<file path="config.mk">
export PLATFORM = sky130hd
export DESIGN_NAME = axi4_lite_master
export DESIGN_NICKNAME = d
export VERILOG_FILES = /design/src/rtl/axi4_pkg.sv /design/src/rtl/axi4_lite_master.sv
export SDC_FILE = /design/constraint.sdc
export NUM_CORES = 1
export LEC_CHECK = 0
export CAP_MARGIN = 20
export CORE_AREA = 2 2 172 174
export DETAILED_ROUTE_END_ITERATION = 8
export DIE_AREA = 0 0 174 176
export PLACE_DENSITY = 0.69
export SLEW_MARGIN = 5
export SYNTH_ARGS = -nofsm -noshare
export SYNTH_HDL_FRONTEND = slang
export SYNTH_SLANG_ARGS = --single-unit
</file>
<file path="constraint.sdc">
create_clock -name clock -period 1.5 [get_ports clock]
set_input_delay 0.15 -clock clock [delete_from_list [all_inputs] [get_ports clock]]
set_output_delay 0.15 -clock clock [all_outputs]
set_load 0.02 [all_outputs]
</file>
<file path="src/rtl/axi4_pkg.sv">
// Shared AXI4 constants and FSM state encoding for the single-beat AXI4 master.
package axi4_pkg;

  localparam int unsigned ADDR_W = 32;
  localparam int unsigned DATA_W = 64;
  localparam int unsigned STRB_W = DATA_W / 8;
  localparam int unsigned ID_W   = 4;
  localparam int unsigned SIZE_W = 3;
  localparam int unsigned LEN_W  = 8;

  localparam logic [1:0] AXI_BURST_INCR = 2'b01;

  localparam logic [1:0] AXI_RESP_OKAY   = 2'b00;
  localparam logic [1:0] AXI_RESP_EXOKAY = 2'b01;
  localparam logic [1:0] AXI_RESP_SLVERR = 2'b10;
  localparam logic [1:0] AXI_RESP_DECERR = 2'b11;

  localparam logic [SIZE_W-1:0] AXI_SIZE_1B = 3'd0;
  localparam logic [SIZE_W-1:0] AXI_SIZE_2B = 3'd1;
  localparam logic [SIZE_W-1:0] AXI_SIZE_4B = 3'd2;
  localparam logic [SIZE_W-1:0] AXI_SIZE_8B = 3'd3;

  // Explicit encodings keep the legacy state values visible in waveforms.
  typedef enum logic [2:0] {
    ST_IDLE    = 3'd0,
    ST_RD_ADDR = 3'd1,
    ST_RD_DATA = 3'd2,
    ST_WR_REQ  = 3'd3,
    ST_WR_RESP = 3'd4,
    ST_RESP    = 3'd5
  } state_e;

endpackage

</file>
<file path="src/rtl/axi4_lite_master.sv">
// Single-outstanding AXI4 initiator: turns one load/store request into one
// single-beat AXI4 read or write and returns data/error on a response port.
module axi4_lite_master
  import axi4_pkg::*;
#(
  parameter logic [ID_W-1:0] AXI_ID   = 4'h0,
  parameter bit              CHECK_ID = 1'b1
) (
  input  logic                clock,
  input  logic                reset,
  // core request port
  input  logic                req_valid,
  output logic                req_ready,
  input  logic                req_we,
  input  logic [ADDR_W-1:0]   req_addr,
  input  logic [SIZE_W-1:0]   req_size,
  input  logic [DATA_W-1:0]   req_wdata,
  input  logic [STRB_W-1:0]   req_wstrb,
  // core response port
  output logic                resp_valid,
  input  logic                resp_ready,
  output logic [DATA_W-1:0]   resp_rdata,
  output logic                resp_err,
  // write address channel
  input  logic                awready_i,
  output logic                awvalid_o,
  output logic [ADDR_W-1:0]   awaddr_o,
  output logic [ID_W-1:0]     awid_o,
  output logic [LEN_W-1:0]    awlen_o,
  output logic [SIZE_W-1:0]   awsize_o,
  output logic [1:0]          awburst_o,
  // write data channel
  input  logic                wready_i,
  output logic                wvalid_o,
  output logic [DATA_W-1:0]   wdata_o,
  output logic [STRB_W-1:0]   wstrb_o,
  output logic                wlast_o,
  // write response channel
  output logic                bready_o,
  input  logic                bvalid_i,
  input  logic [1:0]          bresp_i,
  input  logic [ID_W-1:0]     bid_i,
  // read address channel
  input  logic                arready_i,
  output logic                arvalid_o,
  output logic [ADDR_W-1:0]   araddr_o,
  output logic [ID_W-1:0]     arid_o,
  output logic [LEN_W-1:0]    arlen_o,
  output logic [SIZE_W-1:0]   arsize_o,
  output logic [1:0]          arburst_o,
  // read data channel
  output logic                rready_o,
  input  logic                rvalid_i,
  input  logic [1:0]          rresp_i,
  input  logic [DATA_W-1:0]   rdata_i,
  input  logic                rlast_i,
  input  logic [ID_W-1:0]     rid_i
);

  state_e              state_q, state_d;
  logic [ADDR_W-1:0]   addr_q, addr_d;
  logic [SIZE_W-1:0]   size_q, size_d;
  logic [DATA_W-1:0]   wdata_q, wdata_d;
  logic [STRB_W-1:0]   wstrb_q, wstrb_d;
  logic                aw_pend_q, aw_pend_d;
  logic                w_pend_q, w_pend_d;
  logic [DATA_W-1:0]   rdata_q, rdata_d;
  logic                err_q, err_d;

  // Next-state, request latching and response capture.
  always_comb begin
    state_d   = state_q;
    addr_d    = addr_q;
    size_d    = size_q;
    wdata_d   = wdata_q;
    wstrb_d   = wstrb_q;
    aw_pend_d = aw_pend_q;
    w_pend_d  = w_pend_q;
    rdata_d   = rdata_q;
    err_d     = err_q;

    unique case (state_q)
      ST_IDLE: begin
        if (req_valid) begin
          addr_d  = req_addr;
          size_d  = req_size;
          wdata_d = req_wdata;
          wstrb_d = req_wstrb;
          if (req_we) begin
            aw_pend_d = 1'b1;
            w_pend_d  = 1'b1;
            state_d   = ST_WR_REQ;
          end else begin
            state_d = ST_RD_ADDR;
          end
        end
      end
      ST_RD_ADDR: begin
        if (arready_i) state_d = ST_RD_DATA;
      end
      ST_RD_DATA: begin
        if (rvalid_i) begin
          rdata_d = rdata_i;
          err_d   = (rresp_i != AXI_RESP_OKAY)
                  | (CHECK_ID && (rid_i != AXI_ID))
                  | ~rlast_i;
          state_d = ST_RESP;
        end
      end
      ST_WR_REQ: begin
        // AW and W handshake independently; leave once neither is pending,
        // which also covers both completing in the same cycle.
        aw_pend_d = aw_pend_q & ~awready_i;
        w_pend_d  = w_pend_q & ~wready_i;
        if (!aw_pend_d && !w_pend_d) state_d = ST_WR_RESP;
      end
      ST_WR_RESP: begin
        if (bvalid_i) begin
          rdata_d = '0;
          err_d   = (bresp_i != AXI_RESP_OKAY)
                  | (CHECK_ID && (bid_i != AXI_ID));
          state_d = ST_RESP;
        end
      end
      ST_RESP: begin
        if (resp_ready) state_d = ST_IDLE;
      end
      default: state_d = ST_IDLE;
    endcase
  end

  // State and datapath registers with synchronous active-high reset.
  always_ff @(posedge clock) begin
    if (reset) begin
      state_q   <= ST_IDLE;
      addr_q    <= '0;
      size_q    <= '0;
      wdata_q   <= '0;
      wstrb_q   <= '0;
      aw_pend_q <= 1'b0;
      w_pend_q  <= 1'b0;
      rdata_q   <= '0;
      err_q     <= 1'b0;
    end else begin
      state_q   <= state_d;
      addr_q    <= addr_d;
      size_q    <= size_d;
      wdata_q   <= wdata_d;
      wstrb_q   <= wstrb_d;
      aw_pend_q <= aw_pend_d;
      w_pend_q  <= w_pend_d;
      rdata_q   <= rdata_d;
      err_q     <= err_d;
    end
  end

  assign req_ready  = (state_q == ST_IDLE);
  assign resp_valid = (state_q == ST_RESP);
  assign resp_rdata = rdata_q;
  assign resp_err   = err_q;

  assign awvalid_o  = (state_q == ST_WR_REQ) && aw_pend_q;
  assign awaddr_o   = addr_q;
  assign awid_o     = AXI_ID;
  assign awlen_o    = '0;
  assign awsize_o   = size_q;
  assign awburst_o  = AXI_BURST_INCR;

  assign wvalid_o   = (state_q == ST_WR_REQ) && w_pend_q;
  assign wdata_o    = wdata_q;
  assign wstrb_o    = wstrb_q;
  assign wlast_o    = 1'b1;

  assign bready_o   = (state_q == ST_WR_RESP);

  assign arvalid_o  = (state_q == ST_RD_ADDR);
  assign araddr_o   = addr_q;
  assign arid_o     = AXI_ID;
  assign arlen_o    = '0;
  assign arsize_o   = size_q;
  assign arburst_o  = AXI_BURST_INCR;

  assign rready_o   = (state_q == ST_RD_DATA);

endmodule

</file>
==> flow_summary.rst <==
.. list-table::
   :header-rows: 1

   * - Metric
     - Value
   * - Run status
     - complete, but fails checks
   * - Violations in the final reports
     - negative setup slack
   * - Number of antenna violations at the first check in global routing
     - 2
   * - Clock sink count
     - 177
   * - Total Nets Final
     - 1405
   * - Number of instances in the synthesized netlist
     - 803
   * - Ports
     - 437
   * - Post-detailed-route count of antenna-violating nets
     - 0
   * - Pin count of the biggest net entering global routing
     - 67
   * - Last weighted congestion value of the routability-driven placer
     - 0.782
   * - Clock tree from TritonCTS
     - yes
   * - CP arrival
     - 1470 ps
   * - Static Leak
     - 6.28 nW
   * - Fmax
     - 618 MHz
   * - Number of synthesized register bits
     - 177
   * - Mean instance size in the synthesized netlist
     - 8.37 um2
   * - Min setup slack post-route
     - -119 ps
   * - CP Launch Type
     - register
   * - Worst clock skew on the final layout
     - 11.1 ps
   * - Critical path start-end classification
     - register to output pin
   * - Horizontal die dimension
     - 174 um
   * - Total Die Area
     - 30600 um2
   * - Period utilization
     - 108%
   * - Core region area
     - 28500 um2
   * - Wire length per cell
     - 19.0 um
   * - Wire length of the first global-routing pass
     - 35800 um
   * - CTS clk-pin slew, worst paths
     - 80 ps
   * - Max clock buf depth
     - 2
   * - Cell chosen for the clock root
     - sky130_fd_sc_hd__clkbuf_16
   * - Detailed placer's ending HPWL
     - 17200 um
   * - Nature of the critical path endpoint
     - output pin
   * - Min Tclk post-route
     - 1620 ps
   * - Vias post-DR
     - 7303
   * - Effective utilization at floorplan
     - 23.5%
   * - Drt first-iter violations
     - 281
   * - Cell area after layout
     - 13600 um2
   * - Source-to-sink clock delay at the later pin of the worst-skew pair
     - 430 ps
   * - Peak ir drop on the vdd network
     - 0.000724 V
   * - Total overflow reported by the global router
     - 0
   * - Placed inst area
     - 10900 um2
   * - Post-synth top area cell
     - sky130_fd_sc_hd__dfxtp_1
   * - Number of buffer cells added on primary ports
     - 407
   * - Number of global-route vias before repair
     - 6432
   * - Worst reg-to-reg setup slack
     - -120 ps
   * - End-of-flow core utilization
     - 47.8%
   * - Number of max-slew violations in the final report
     - 0
   * - Final wirelength
     - 30500 um
   * - CP required
     - 1350 ps
   * - Proportion of synthesized chip area in sequential cells
     - 52.7%
   * - Final setup vio count
     - 142
   * - Critical-path maximum fanout
     - 5
   * - Synth top area cells
     - sky130_fd_sc_hd__dfxtp_1 (53%), sky130_fd_sc_hd__nand2_1 (12%), sky130_fd_sc_hd__a21oi_1 (8.3%)
   * - Total of warnings raised by yosys
     - 0
   * - Number of distinct library cells after synthesis
     - 35
   * - Share of Yosys cell area claimed by the top area cell type
     - 52.7%
   * - Fin. Hold Viols
     - 0
   * - Post-synth design cell area
     - 6720 um2
   * - Post-detailed-route via-to-cell ratio
     - 4.54
   * - Proportion of layout cells with a drive suffix above 1
     - 33.2%
   * - Inserted Clock Buffers
     - 17
   * - Power per standard cell area
     - 1640 nW/um2
   * - Area growth from synthesis to layout
     - 103%
   * - Height of the die
     - 176 um
   * - Class of the tightest hold or removal check
     - primary input to register
   * - Max-cap check violation count
     - 0
   * - RSZ-0062 raised after global routing
     - yes
   * - Remaining design rule violation count
     - 0
   * - Drt first pass iters
     - 4
   * - Combined global-route utilization of all metal layers
     - 14.8%
   * - Total number of placement rows
     - 62
   * - Max H-tree Level
     - 4
-- Yosys cell counts (all sizes together) --
| cell type | n |
|---|---|
| nand3 | 2 |
| or3b | 1 |
| nand4 | 1 |
| buf | 97 |
| o21ai | 2 |
| o22ai | 1 |
| nor3b | 3 |
| a211o | 1 |
| mux2i | 1 |
| nand2b | 1 |
| conb | 2 |
| and3b | 2 |
| a22oi | 64 |
| a21oi | 112 |
| nor3 | 2 |
| nor2b | 4 |
| and2 | 3 |
| mux2 | 1 |
| o2bb2ai | 1 |
| clkbuf | 27 |
| and4bb | 1 |
| o31ai | 1 |
| nand3b | 2 |
| nand2 | 222 |
| dfxtp | 177 |
| nor4 | 1 |
| nor4b | 3 |
| nor2 | 68 |
-- critical path, cell delays in order (launching register included) --
cell and delay, ps:
sky130_fd_sc_hd__dfxtp_4 360, sky130_fd_sc_hd__buf_6 130, sky130_fd_sc_hd__buf_6 110, sky130_fd_sc_hd__and3b_2 250
sky130_fd_sc_hd__buf_6 100, sky130_fd_sc_hd__buf_6 110
-- registers in the layout, indices dropped and copies added (netlist names) --
| name | cells |
|---|---|
| araddr_o | 32 |
| arsize_o | 3 |
| aw_pend_q | 1 |
| resp_err | 1 |
| resp_rdata | 64 |
| state_q | 3 |
| w_pend_q | 1 |
| wdata_o | 64 |
| wstrb_o | 8 |
-- area by class of cell --
cell class                      count  area [um2]
Clock inverter                     14         138
Tap cell                          384         480
Timing Repair Buffer              484        5070
Antenna cell                        2        5.00
Sequential cell                   177        3550
Fill cell                        2685       14900
Multi-Input combinational cell    531        3960
Clock buffer                       18         439
-- where the power goes --
part | total (mW) | switching (mW) | internal, mW
clock | 4.44 | 2.18 | 2.26
sequential | 6.24 | 0.688 | 5.55
combinational | 11.7 | 6.35 | 5.39
total | 22.4 | 9.21 | 13.2
-- worst paths after layout --
path | from | endpoint | cells after the start
max | state_q[1] | resp_valid | 5
max reg2reg | state_q[1] | wdata_o[11] | 7
min reg2reg | wdata_o[2] | wdata_o[2] | 2
min | reset | wdata_o[59] | 2
-- routing by layer --
layer	GRT usage, %	up-vias	wire, um	share of wire [%]
met5	0	-	13	0.043
met4	3.96	2	674	2.2
met3	4.54	37	1550	5.1
met2	26.4	268	16000	52
met1	17.1	3595	12300	40
li1	-	3401	-	-
-- logic make-up after synthesis --
logic type	count (synthesis)	share of synthesized area, %
AOI/OAI and AO/OA	182	16.2
buffers and inverters	124	11.5
DFF	177	52.7
muxes	2	0.316
other	2	0.112
and+or+nand+nor	316	19.1
-- what timing repair did --
| item | in CTS | in global routing |
|---|---|---|
| hold buffers | 0 | 0 |
| endpoints found under the setup margin | 238 | 183 |
| setup buffers | 10 | 11 |
| cloned | 1 | 31 |
| pin swaps | 5 | 181 |
| resized for setup | 236 | 420 |
-- per-stage QoR --
step	TNS [ps]	total power, mW	std cells	setup slack (ps)	hold slack, ps
after detailed placement	-3080	13.5	1526	-71.9	445
final	-8470	22.4	1610	-119	79.0
after global placement	-1210	13.4	1526	-53.3	441
after floorplan	-4030	10.2	830	-68.0	286
after global routing	-15140	23.4	1608	-173	73.2
after CTS	-3690	17.7	1568	-139	53.3
-- placed cells by master (no fill, tap or decap), types with 6 or more instances in the layout --
| master | synthesis | routed |
|---|---|---|
| sky130_fd_sc_hd__buf_12 | 0 | 14 |
| sky130_fd_sc_hd__a21oi_2 | 1 | 97 |
| sky130_fd_sc_hd__inv_6 | 0 | 6 |
| sky130_fd_sc_hd__a22oi_1 | 64 | 55 |
| sky130_fd_sc_hd__dlygate4sd2_1 | 0 | 207 |
| sky130_fd_sc_hd__buf_6 | 3 | 23 |
| sky130_fd_sc_hd__dfxtp_1 | 177 | 174 |
| sky130_fd_sc_hd__nand2_1 | 222 | 61 |
| sky130_fd_sc_hd__nor2_1 | 68 | 68 |
| sky130_fd_sc_hd__buf_4 | 69 | 21 |
| sky130_fd_sc_hd__clkbuf_16 | 0 | 34 |
| sky130_fd_sc_hd__clkdlybuf4s50_1 | 0 | 192 |
| sky130_fd_sc_hd__conb_1 | 2 | 29 |
| sky130_fd_sc_hd__a21oi_1 | 111 | 14 |
| sky130_fd_sc_hd__nand2_4 | 0 | 106 |
| sky130_fd_sc_hd__a22oi_2 | 0 | 9 |
| sky130_fd_sc_hd__nand2_2 | 0 | 54 |
Power figures use the tool's default switching activity.
